File: config.mk
export PLATFORM = sky130hd
export DESIGN_NAME = nv_blkbox_stream_src
export DESIGN_NICKNAME = d
export VERILOG_FILES = /design/src/rtl/nv_blkbox_stream_src.sv
export SDC_FILE = /design/constraint.sdc
export NUM_CORES = 1
export LEC_CHECK = 0
export ABC_AREA = 1
export BUFFER_PORTS_ARGS = -buffer_cell sky130_fd_sc_hd__buf_4
export CORE_UTILIZATION = 45
export DETAILED_ROUTE_END_ITERATION = 6
export GPL_TIMING_DRIVEN = 0
export PLACE_DENSITY = 0.68
export SLEW_MARGIN = 10
export SYNTH_ARGS = -nofsm -noshare
export SYNTH_HDL_FRONTEND = slang
export SYNTH_SLANG_ARGS = --single-unit
export TNS_END_PERCENT = 30
File: constraint.sdc
create_clock -name nvdla_core_clk -period 2 [get_ports nvdla_core_clk]
set_input_delay 0.2 -clock nvdla_core_clk [delete_from_list [all_inputs] [get_ports nvdla_core_clk]]
set_output_delay 0.2 -clock nvdla_core_clk [all_outputs]
set_load 0.005 [all_outputs]
File: src/rtl/nv_blkbox_stream_src.sv
`timescale 1ns/1ps
// ---------------------------------------------------------------------------
// nv_blkbox_stream_src
// Valid/ready stream source. It emits a bounded burst of deterministic
// pattern beats into a pipe input. It serves two purposes: tying off unused
// pipe inputs, and generating stimulus in the fabric during bring-up.
//
// Ports
//   nvdla_core_clk   : core clock; all logic runs on the rising edge
//   nvdla_core_rstn  : asynchronous active-low reset
//   cfg_start        : one-cycle start request; honoured only while idle
//   cfg_len          : number of beats in the burst (0 = immediate done)
//   cfg_mode         : 0 = incrementing counter, 1 = 32-bit Galois LFSR
//   cfg_seed         : initial 32-bit pattern state
//   src_pvld/src_prdy: output stream handshake
//   src_pd           : beat payload, low DW bits of the pattern state
//   busy             : high while the burst is being emitted
//   done             : one-cycle pulse when the burst completes
//   beat_cnt         : beats accepted in the current or last burst
// ---------------------------------------------------------------------------
module nv_blkbox_stream_src #(
   parameter int DW   = 32,
   parameter int LENW = 16
) (
   input  logic            nvdla_core_clk,
   input  logic            nvdla_core_rstn,
   input  logic            cfg_start,
   input  logic [LENW-1:0] cfg_len,
   input  logic            cfg_mode,
   input  logic [31:0]     cfg_seed,
   output logic            src_pvld,
   input  logic            src_prdy,
   output logic [DW-1:0]   src_pd,
   output logic            busy,
   output logic            done,
   output logic [LENW-1:0] beat_cnt
);

   typedef enum logic [1:0] {
      ST_IDLE = 2'd0,
      ST_RUN  = 2'd1,
      ST_FIN  = 2'd2
   } state_t;

   // Taps of x^32 + x^22 + x^2 + x + 1 in right-shifting Galois form
   localparam logic [31:0] LFSR_TAPS = 32'h8020_0003;

   state_t          fsm_reg;
   logic [31:0]     pat_reg;
   logic            mode_reg;
   logic [LENW-1:0] rem_reg;
   logic [LENW-1:0] cnt_reg;
   logic            pvld_reg;
   logic            busy_reg;
   logic            done_reg;

   logic [31:0]     pat_next;
   logic [31:0]     seed_eff;
   logic            accept;

   always_comb begin
      pat_next = pat_reg + 32'd1;
      if (mode_reg) begin
         pat_next = pat_reg[0] ? ((pat_reg >> 1) ^ LFSR_TAPS) : (pat_reg >> 1);
      end
   end

   // The LFSR locks up at zero, so a zero seed is replaced in LFSR mode
   assign seed_eff = (cfg_mode && (cfg_seed == 32'd0)) ? 32'd1 : cfg_seed;

   // pvld_reg is only ever set in RUN, so this is an accept in RUN only
   assign accept = pvld_reg & src_prdy;

   always_ff @(posedge nvdla_core_clk or negedge nvdla_core_rstn) begin
      if (!nvdla_core_rstn) begin
         fsm_reg  <= ST_IDLE;
         pat_reg  <= 32'd0;
         mode_reg <= 1'b0;
         rem_reg  <= '0;
         cnt_reg  <= '0;
         pvld_reg <= 1'b0;
         busy_reg <= 1'b0;
         done_reg <= 1'b0;
      end else begin
         case (fsm_reg)
            ST_IDLE: begin
               done_reg <= 1'b0;
               if (cfg_start) begin
                  pat_reg  <= seed_eff;
                  mode_reg <= cfg_mode;
                  rem_reg  <= cfg_len;
                  cnt_reg  <= '0;
                  if (cfg_len != '0) begin
                     fsm_reg  <= ST_RUN;
                     pvld_reg <= 1'b1;
                     busy_reg <= 1'b1;
                  end else begin
                     // An empty burst completes right away
                     fsm_reg  <= ST_FIN;
                     done_reg <= 1'b1;
                  end
               end
            end
            ST_RUN: begin
               if (accept) begin
                  pat_reg <= pat_next;
                  cnt_reg <= cnt_reg + LENW'(1);
                  rem_reg <= rem_reg - LENW'(1);
                  if (rem_reg == LENW'(1)) begin
                     fsm_reg  <= ST_FIN;
                     pvld_reg <= 1'b0;
                     busy_reg <= 1'b0;
                     done_reg <= 1'b1;
                  end
               end
            end
            ST_FIN: begin
               // Any start request during the done cycle is dropped
               done_reg <= 1'b0;
               fsm_reg  <= ST_IDLE;
            end
            default: begin
               fsm_reg  <= ST_IDLE;
               pvld_reg <= 1'b0;
               busy_reg <= 1'b0;
               done_reg <= 1'b0;
            end
         endcase
      end
   end

   assign src_pvld = pvld_reg;
   assign src_pd   = pat_reg[DW-1:0];
   assign busy     = busy_reg;
   assign done     = done_reg;
   assign beat_cnt = cnt_reg;

endmodule
=== Word level (Yosys, flattened, before mapping) ===
Cells that the tools add are included.

* Add/subtract/negate cells: 3
* Equality and inequality tests: 7
* Muxes and demuxes: 27
* Bitwise operators: 3
* Reductions and logical operators: 10

{| class="wikitable"
|+ Operators by type and width
! cell !! number
|-
| $mux W32 || 5
|-
| $mux W16 || 4
|-
| $pmux W16 S2 || 2
|-
| $pmux W32 S2 || 1
|-
| $add A32 B1 Y32 const B || 1
|-
| $logic_not A32 Y1 || 1
|-
| $add A16 B1 Y16 const B || 1
|-
| $eq A16 B1 Y1 const B || 1
|-
| $reduce_bool A16 Y1 || 1
|-
| $sub A16 B1 Y16 const B || 1
|-
| $mux W1 || 8
|-
| $mux W2 || 4
|-
| $ne A2 B2 Y1 const B || 4
|-
| $reduce_and A3 Y1 || 2
|-
| $reduce_and A5 Y1 || 1
|-
| $not A3 Y4 || 1
|-
| $pmux W2 S2 || 1
|-
| $reduce_and A2 Y1 || 2
|-
| $pmux W1 S3 || 1
|-
| $eq A2 B1 Y1 const B || 1
|-
| $eq A2 B2 Y1 const B || 1
|-
| $logic_not A2 Y1 || 1
|-
| $pmux W1 S2 || 1
|-
| $reduce_bool A2 Y1 || 1
|-
| other kinds (3) || 3
|}

* Register bits: 69
* Input bits: 53
* Output and inout bits: 51

=== Depth between registers and ports, before layout ===
Gate-level depths: netlist of the first run.

* Word-level depth: 5
* Gate-level depth with buffers: 10
* Depth with buffers taken out: 10

=== Worst setup path before layout of the first run ===
OpenSTA, ideal clock, no wires.

* Path kind: register to register
* Start point: register pat_reg[0] (netlist: src_pd[0])
* End point: register pat_reg[12] (netlist: src_pd[12])
* Library setup time: 0.124 ns
* Arrival: 1.426 ns
* Required time: 1.876 ns
* Path slack: 0.451 ns
* Cell stages (with the launch flop): 10
* Path buffers: 0
* Clock period less this slack: 1.549 ns
* Cell sequence: dfrtp_1 -> ha_1 -> nand2_1 -> nor2_4 -> nand2_2 -> nor2_4 -> xor2_1 -> nand2_1 -> nand2_1 -> a21oi_1

* Longest elaborated chain between the ends: 4

{| class="wikitable"
|+ RTL lines
! item !! RTL line !! text
|-
| start: declaration || 49 || <nowiki>logic [31:0] pat_reg;</nowiki>
|-
| start signal: assignment || 106 || <nowiki>pat_reg <= pat_next;</nowiki>
|-
| $add A32 B1 Y32 || 62 || <nowiki>pat_next = pat_reg + 32'd1;</nowiki>
|-
| $mux W32 || 63 || <nowiki>if (mode_reg) begin</nowiki>
|-
| $mux W32 || 105 || <nowiki>if (accept) begin</nowiki>
|-
| $pmux W32 S2 || 85 || <nowiki>case (fsm_reg)</nowiki>
|}

Every way passes these cells. The select of a mux whose other input is x is not followed.
A chain may end at the register's enable or synchronous reset.

=== Worst setup path after layout of the first run ===
* Start point: register pat_reg[0] (netlist: src_pd[0])
* End point: register pat_reg[10] (netlist: src_pd[10])

Same word-level chain as after synthesis.

==> flow_metrics.py, run 1 <==
metrics = {
    "clock_network": {
        "clock_latency_ns": 0.35,
        "cts_buffers": 9,
        "cts_tree": "yes",
        "clock_path_buffers": 2,
        "clkTransAtPathRegs_ns": 0.06,
        "root_buffer": "clkbuf_16",
        "htreeDepth": 3,
        "cts_num_sinks": 69,
    },
    "finish": {
        "post-route-util_pct": 58.2,
        "multi_input_area_mm2": 0.00292,
        "final_nets": 974,
        "largest_reg_flops": 32,
        "drive_gt1_share_pct": 17.2,
        "fillers": 1094,
        "regArea_mm2": 0.00173,
        "num_antenna_cells": 0,
        "area_growth_pct": 25.0,
    },
    "die": {
        "dieArea_mm2": 0.0117,
        "io-pin-count": 104,
        "fp.dieH_um": 108,
        "die_w_um": 108,
        "initial_core_util_pct": 46.6,
        "fp-row-count": 38,
        "core-area_mm2": 0.0109,
    },
    "outcome": {
        "violations": "DRC, hold timing",
        "outcome": "finished, violations left",
    },
    "detailed_routing": {
        "vias": 5944,
        "drc": 1,
        "ant_nets": 0,
        "firstDrtPassIters": 7,
        "drt_iter0_markers": 518,
        "wl_um": 18100,
        "routedWlPerCell_um": 17.1,
        "viasPerCell": 5.60,
    },
    "sta": {
        "slew_headroom_pct": 37.1,
        "max_freq_ghz": 0.541,
        "worst_pin_slew_ns": 0.943,
        "period_minus_slack_ns": 1.85,
        "fin_setup_tns_ns": 0,
        "rsz0062_at_grt": "no",
        "hold_viol": 11,
        "min_period_over_period_pct": 92.4,
        "finalHoldWorstSlack_ns": -0.0219,
        "setup_viol": 0,
        "fin_worst_skew_ns": 0.00723,
        "report.final.slew_viol_count": 0,
    },
    "yosys": {
        "ys_seq_area_share_pct": 33.9,
        "synth_ff_type": "dfrtp_1",
        "synth-seq-cells": 69,
        "synth_area_mm2": 0.00509,
        "async_flop_share_pct": 100,
        "synth_top_area_share_pct": 33.9,
        "synth.area.top_cells": "dfrtp_1 (34%), nand2_1 (16%), a21oi_1 (8.6%)",
        "syn_area_per_cell_um2": 6.34,
        "synth_edf_count": 0,
        "ys_warn_count": 0,
        "synth.most_common_cell": "nand2_1",
        "ys_types": 33,
        "synth_commonest_cells": "nand2_1 (215), nor2_1 (110), a21oi_1 (87)",
        "synthesis.nets": 860,
        "yosys.area.top_type": "dfrtp_1",
        "syn_inst": 803,
    },
    "placed_design": {
        "port_buffers": 103,
        "hpwlAfterDp_um": 13600,
        "place.gp.congestion": 0.960,
    },
    "global_routing": {
        "grt_pass1_wl_um": 28200,
        "grt_overflow": 0,
        "track_usage_pct": 32.0,
        "grt_max_degree": 70,
        "grt_pass1_vias": 5473,
        "antenna_found_initial": 0,
    },
    "setup_path": {
        "cp-end-kind": "flip-flop",
        "critPathArrivalTime_ns": 2.11,
        "crit_type": "flip-flop to flip-flop",
        "critPathMaxFanout": 7,
        "worstSetupStartpointType": "flip-flop",
        "crit_required_ns": 2.27,
    },
    "power_and_ir_drop": {
        "ir_drop_mv": 0.759,
        "power_leakage_uw": 0.00301,
        "powerDensity_mw_per_mm2": 1540,
    },
    "worst_hold_path": {
        "hold_class": "input pin to async pin",
    },
    "run": {
        "max-cap-violations": 0,
    },
}
cells in the final DEF (no fill, tap or decap), types with 2 or more instances in the layout:
cell	netlist	routed
xor2_1	7	7
dfrtp_1	69	68
ha_1	4	4
nor2_4	6	6
nor2_1	110	110
o21a_1	3	3
nand4_1	14	14
nand2_1	215	215
buf_2	11	11
clkbuf_1	16	17
o22ai_1	2	2
a21oi_1	87	87
nand3_1	55	55
buf_4	3	106
nor2_2	10	10
inv_1	80	80
nor3_1	12	12
o211ai_1	9	9
clkbuf_8	0	4
o21ai_1	6	6
clkbuf_16	0	9
nand3b_1	3	3
o21ai_0	56	56
or2_2	2	2
a31oi_1	2	2
nor3b_1	2	2
a22oi_1	5	5
nand2_2	6	6
nor4_1	2	2
critical path, cell delays in order (launching register included):
cell,delay [ns]
dfrtp_2,0.44
ha_1,0.25
nand2_1,0.15
nor2_4,0.18
nand3_1,0.18
xor2_1,0.27
o21ai_0,0.13
a21oi_1,0.17
cells by family (layout without fill, tap and decap cells):
family,count (synthesis),after routing,synth area share (%)
DFF,69,69,33.9
xor gates and xnor gates,8,8,1.38
buffers and inverters,111,230,8.68
and+or+nand+nor,439,439,37.1
AOI/OAI and AO/OA,172,172,17.9
adders and majority gates,4,4,0.983
path summary, 6_finish.rpt:
kind / start / to / slack, ns / depth (start not counted)
worst max register to register: src_pd[0] / src_pd[10] / 0.15 / 7
worst min-delay path: nvdla_core_rstn / rem_reg[8] / -0.02 / 1
min in group nvdla_core_clk: cfg_seed[9] / src_pd[9] / 0.07 / 3
worst max-delay path: src_pd[0] / src_pd[10] / 0.15 / 7
max in group asynchronous: nvdla_core_rstn / src_pd[0] / 1.33 / 1
worst min register to register: rem_reg[13] / rem_reg[13] / 0.51 / 2
where the power goes:
group	leakage [µW]	internal, µW	switching [µW]
Sequential	0.000850	1980	826
Clock	0.000159	1110	653
Combinational	0.00200	1920	3350
Total	0.00301	5000	4830
cell type report:
| cell class | count | area share [%] |
|---|---|---|
| Clock inverter | 2 | 0.610 |
| Sequential cell | 69 | 27.2 |
| Timing Repair Buffer | 103 | 12.2 |
| Tap cell | 140 | 2.75 |
| Multi-Input combinational cell | 623 | 45.9 |
| Clock buffer | 14 | 4.46 |
| Buffer | 30 | 2.16 |
| Inverter | 81 | 4.78 |
stage by stage:
| stage | total power (µW) | std cells | worst slack, ns | area, µm² | hold WS (ns) |
|---|---|---|---|---|---|
| floorplan | 5900 | 803 | 0.451 | 5090 | -0.0956 |
| global placement | 7840 | 1046 | 0.193 | 6040 | 0.388 |
| detailed placement | 7950 | 1046 | 0.156 | 6040 | 0.408 |
| CTS | 9720 | 1062 | 0.139 | 6360 | 0.0330 |
| global route | 10600 | 1062 | 0.0314 | 6360 | 0.0712 |
| finish | 9830 | 1062 | 0.152 | 6360 | -0.0219 |
repair_timing:
action                     in CTS  in global routing
resized for setup               0                  1
setup buffers                   0                  0
hold buffers                    0                  0
setup endpoints to repair       0                  2
layer usage:
| metal | part of all wire, % | vias up | track usage, % | wire length [µm] |
|---|---|---|---|---|
| li1 | - | 2864 | - | - |
| met1 | 43 | 2781 | 43.5 | 7740 |
| met2 | 46 | 263 | 50.9 | 8370 |
| met3 | 8.7 | 36 | 5.06 | 1580 |
| met4 | 2.4 | 0 | 12.2 | 444 |
| met5 | 0 | - | 0 | 0 |
Note: power is estimated with default switching activity, not from simulation.
==> run 2: changes to the inputs <==
Settings changed: CORE_UTILIZATION 45 to 30, PLACE_DENSITY 0.68 to 0.49.
==> run 2 against run 1 <==
  * The run ends with hold timing left
  * Clock-buffer cell count decreased by 4
  * Critical path type unchanged
  * Routed wire length increased by 7.1%
  * Flip-flop and latch count unchanged
  * Largest power group unchanged
  * Largest cell class unchanged
  * Cell count increased by 7.4%
  * Design area increased by 0.92%
  * Sequential share of layout area decreased by 0.25 points
  * First-iteration DRC count decreased by 20%
  * Clock skew decreased by 0.0015 ns
  * Clock power decreased by 7%
  * Critical path depth decreased by 1
==> flow_metrics.py, run 2 (synthesized netlist as in run 1, its figures left out) <==
metrics = {
    "placed_design": {
        "place.gp.congestion": 0.901,
        "hpwlAfterDp_um": 14700,
        "dpl_cell_area_mm2": 0.00614,
        "port_buffers": 103,
    },
    "detailed_routing": {
        "drc": 0,
        "firstDrtPassIters": 5,
        "routedWlPerCell_um": 17.0,
        "wl_um": 19400,
        "vias": 5743,
        "drt_iter0_markers": 415,
        "ant_nets": 0,
        "viasPerCell": 5.03,
    },
    "global_routing": {
        "grt_pass1_wl_um": 30800,
        "track_usage_pct": 23.0,
        "antenna_found_initial": 0,
        "grt_max_degree": 70,
        "grt_pass1_vias": 5396,
        "grt_overflow": 0,
    },
    "power_and_ir_drop": {
        "powerDensity_mw_per_mm2": 1510,
        "p_switching_uw": 4870,
        "p_seq_share_pct": 28.9,
        "power_leakage_uw": 0.00298,
        "p_clk_share_pct": 16.7,
        "ir_drop_mv": 0.581,
        "p_sw_share_pct": 50.1,
        "pwr-share-comb_pct": 54.4,
        "power_uw": 9720,
        "p_int_uw": 4850,
    },
    "finish": {
        "drive_gt1_share_pct": 17.2,
        "largest_reg_flops": 32,
        "mostFrequentLayoutCells": "nand2_1 (215), nor2_1 (110), buf_4 (106)",
        "final_common_cell": "nand2_1",
        "final_area_mm2": 0.00642,
        "num_antenna_cells": 0,
        "post-route-util_pct": 38.7,
        "final_nets": 974,
        "fillers": 1873,
        "area_growth_pct": 26.1,
    },
    "sta": {
        "fin_setup_tns_ns": 0,
        "report.final.slew_viol_count": 0,
        "slew_headroom_pct": 34.3,
        "setup_viol": 0,
        "finalHoldWorstSlack_ns": -0.00372,
        "worst_pin_slew_ns": 0.985,
        "period_minus_slack_ns": 1.82,
        "rsz0062_at_grt": "no",
        "max_freq_ghz": 0.549,
        "hold_viol": 4,
        "fin_worst_skew_ns": 0.00577,
        "min_period_over_period_pct": 91.0,
    },
    "die": {
        "core-area_mm2": 0.0166,
        "fp-row-count": 47,
        "dieArea_mm2": 0.0175,
        "io-pin-count": 104,
        "die_w_um": 132,
        "initial_core_util_pct": 30.7,
        "fp.dieH_um": 132,
    },
    "outcome": {
        "violations": "hold timing",
        "outcome": "finished, violations left",
    },
    "clock_network": {
        "htreeDepth": 3,
        "root_buffer": "clkbuf_16",
        "cts_num_sinks": 69,
        "clock_path_buffers": 2,
        "clkTransAtPathRegs_ns": 0.06,
        "clock_latency_ns": 0.35,
        "cts_tree": "yes",
        "cts_buffers": 9,
        "cts_setup_buffers": 0,
    },
    "setup_path": {
        "worstSetupStartpointType": "flip-flop",
        "crit_type": "flip-flop to flip-flop",
        "critPathMaxFanout": 10,
        "critPathArrivalTime_ns": 2.09,
        "crit_required_ns": 2.27,
        "cp-end-kind": "flip-flop",
    },
    "worst_hold_path": {
        "hold_class": "input pin to async pin",
    },
    "run": {
        "max-cap-violations": 0,
    },
}
==> run 2: changes by cell type in the layout (fill, tap and decap cells not counted) <==
cell / change
clkbuf_8: -4
clkinvlp_4: +1
clkinv_4: -1
clkinv_2: +3
==> run 2: metal layers <==
layer	share of wire, %	track usage, %	vias to the layer above	wire [µm]
met5	0	0	-	0
met4	1.5	7.92	0	298
met3	5.0	2.85	16	977
met2	47	36.9	173	9070
met1	47	31.9	2691	9080
li1	-	-	2863	-
==> run 2: final timing paths <==
check	cells past startpoint	from	slack (ns)	to
min in group nvdla_core_clk	3	cfg_seed[9]	0.08	src_pd[9]
max in group asynchronous	1	nvdla_core_rstn	1.30	src_pd[0]
hold / removal	1	nvdla_core_rstn	-0.004	src_pd[6]
hold reg to reg	2	rem_reg[15]	0.51	rem_reg[15]
setup reg to reg	6	fsm_reg[0]	0.18	rem_reg[2]
setup / recovery	6	fsm_reg[0]	0.18	rem_reg[2]
==> run 2: metrics by stage <==
step	setup slack, ns	hold WS, ns	instances
2_1_floorplan	0.451	-0.0956	803
3_3_place_gp	0.133	0.419	1126
3_5_place_dp	0.136	0.417	1126
4_1_cts	0.121	0.0482	1141
5_1_grt	0.0120	0.0831	1141
6_report	0.180	-0.00372	1141
==> run 2: worst max-delay path, stage by stage, from the launching register on <==
cell	delay [ns]
dfrtp_1	0.42
inv_1	0.11
nor2_4	0.07
inv_2	0.17
clkbuf_1	0.58
o21ai_0	0.21
a22oi_1	0.17
==> run 2: power groups by stage <==
stage               logic [µW]  registers [µW]  clock network, µW
floorplan                 3320            2580                  0
global placement          5240            2830                  0
detailed placement        5260            2820                  0
CTS                       5280            2800               1650
global route              5960            2910               1700
finish                    5280            2810               1630
==> run 2: layout make-up <==
class | count | area (µm²) | area share (%)
timing repair buffer | 103 | 773 | 12.0
tap | 220 | 275 | 4.29
buffer | 30 | 138 | 2.14
multi-input combinational | 623 | 2920 | 45.5
clock inverter | 5 | 52.6 | 0.818
sequential | 69 | 1730 | 26.9
inverter | 81 | 304 | 4.73
clock buffer | 10 | 229 | 3.57
==> run 2: repair_timing <==
item | in CTS | in global routing
hold endpoints to repair | 0 | 0
gates resized for setup | 0 | 1
setup endpoints to repair | 0 | 3
hold buffers | 0 | 0
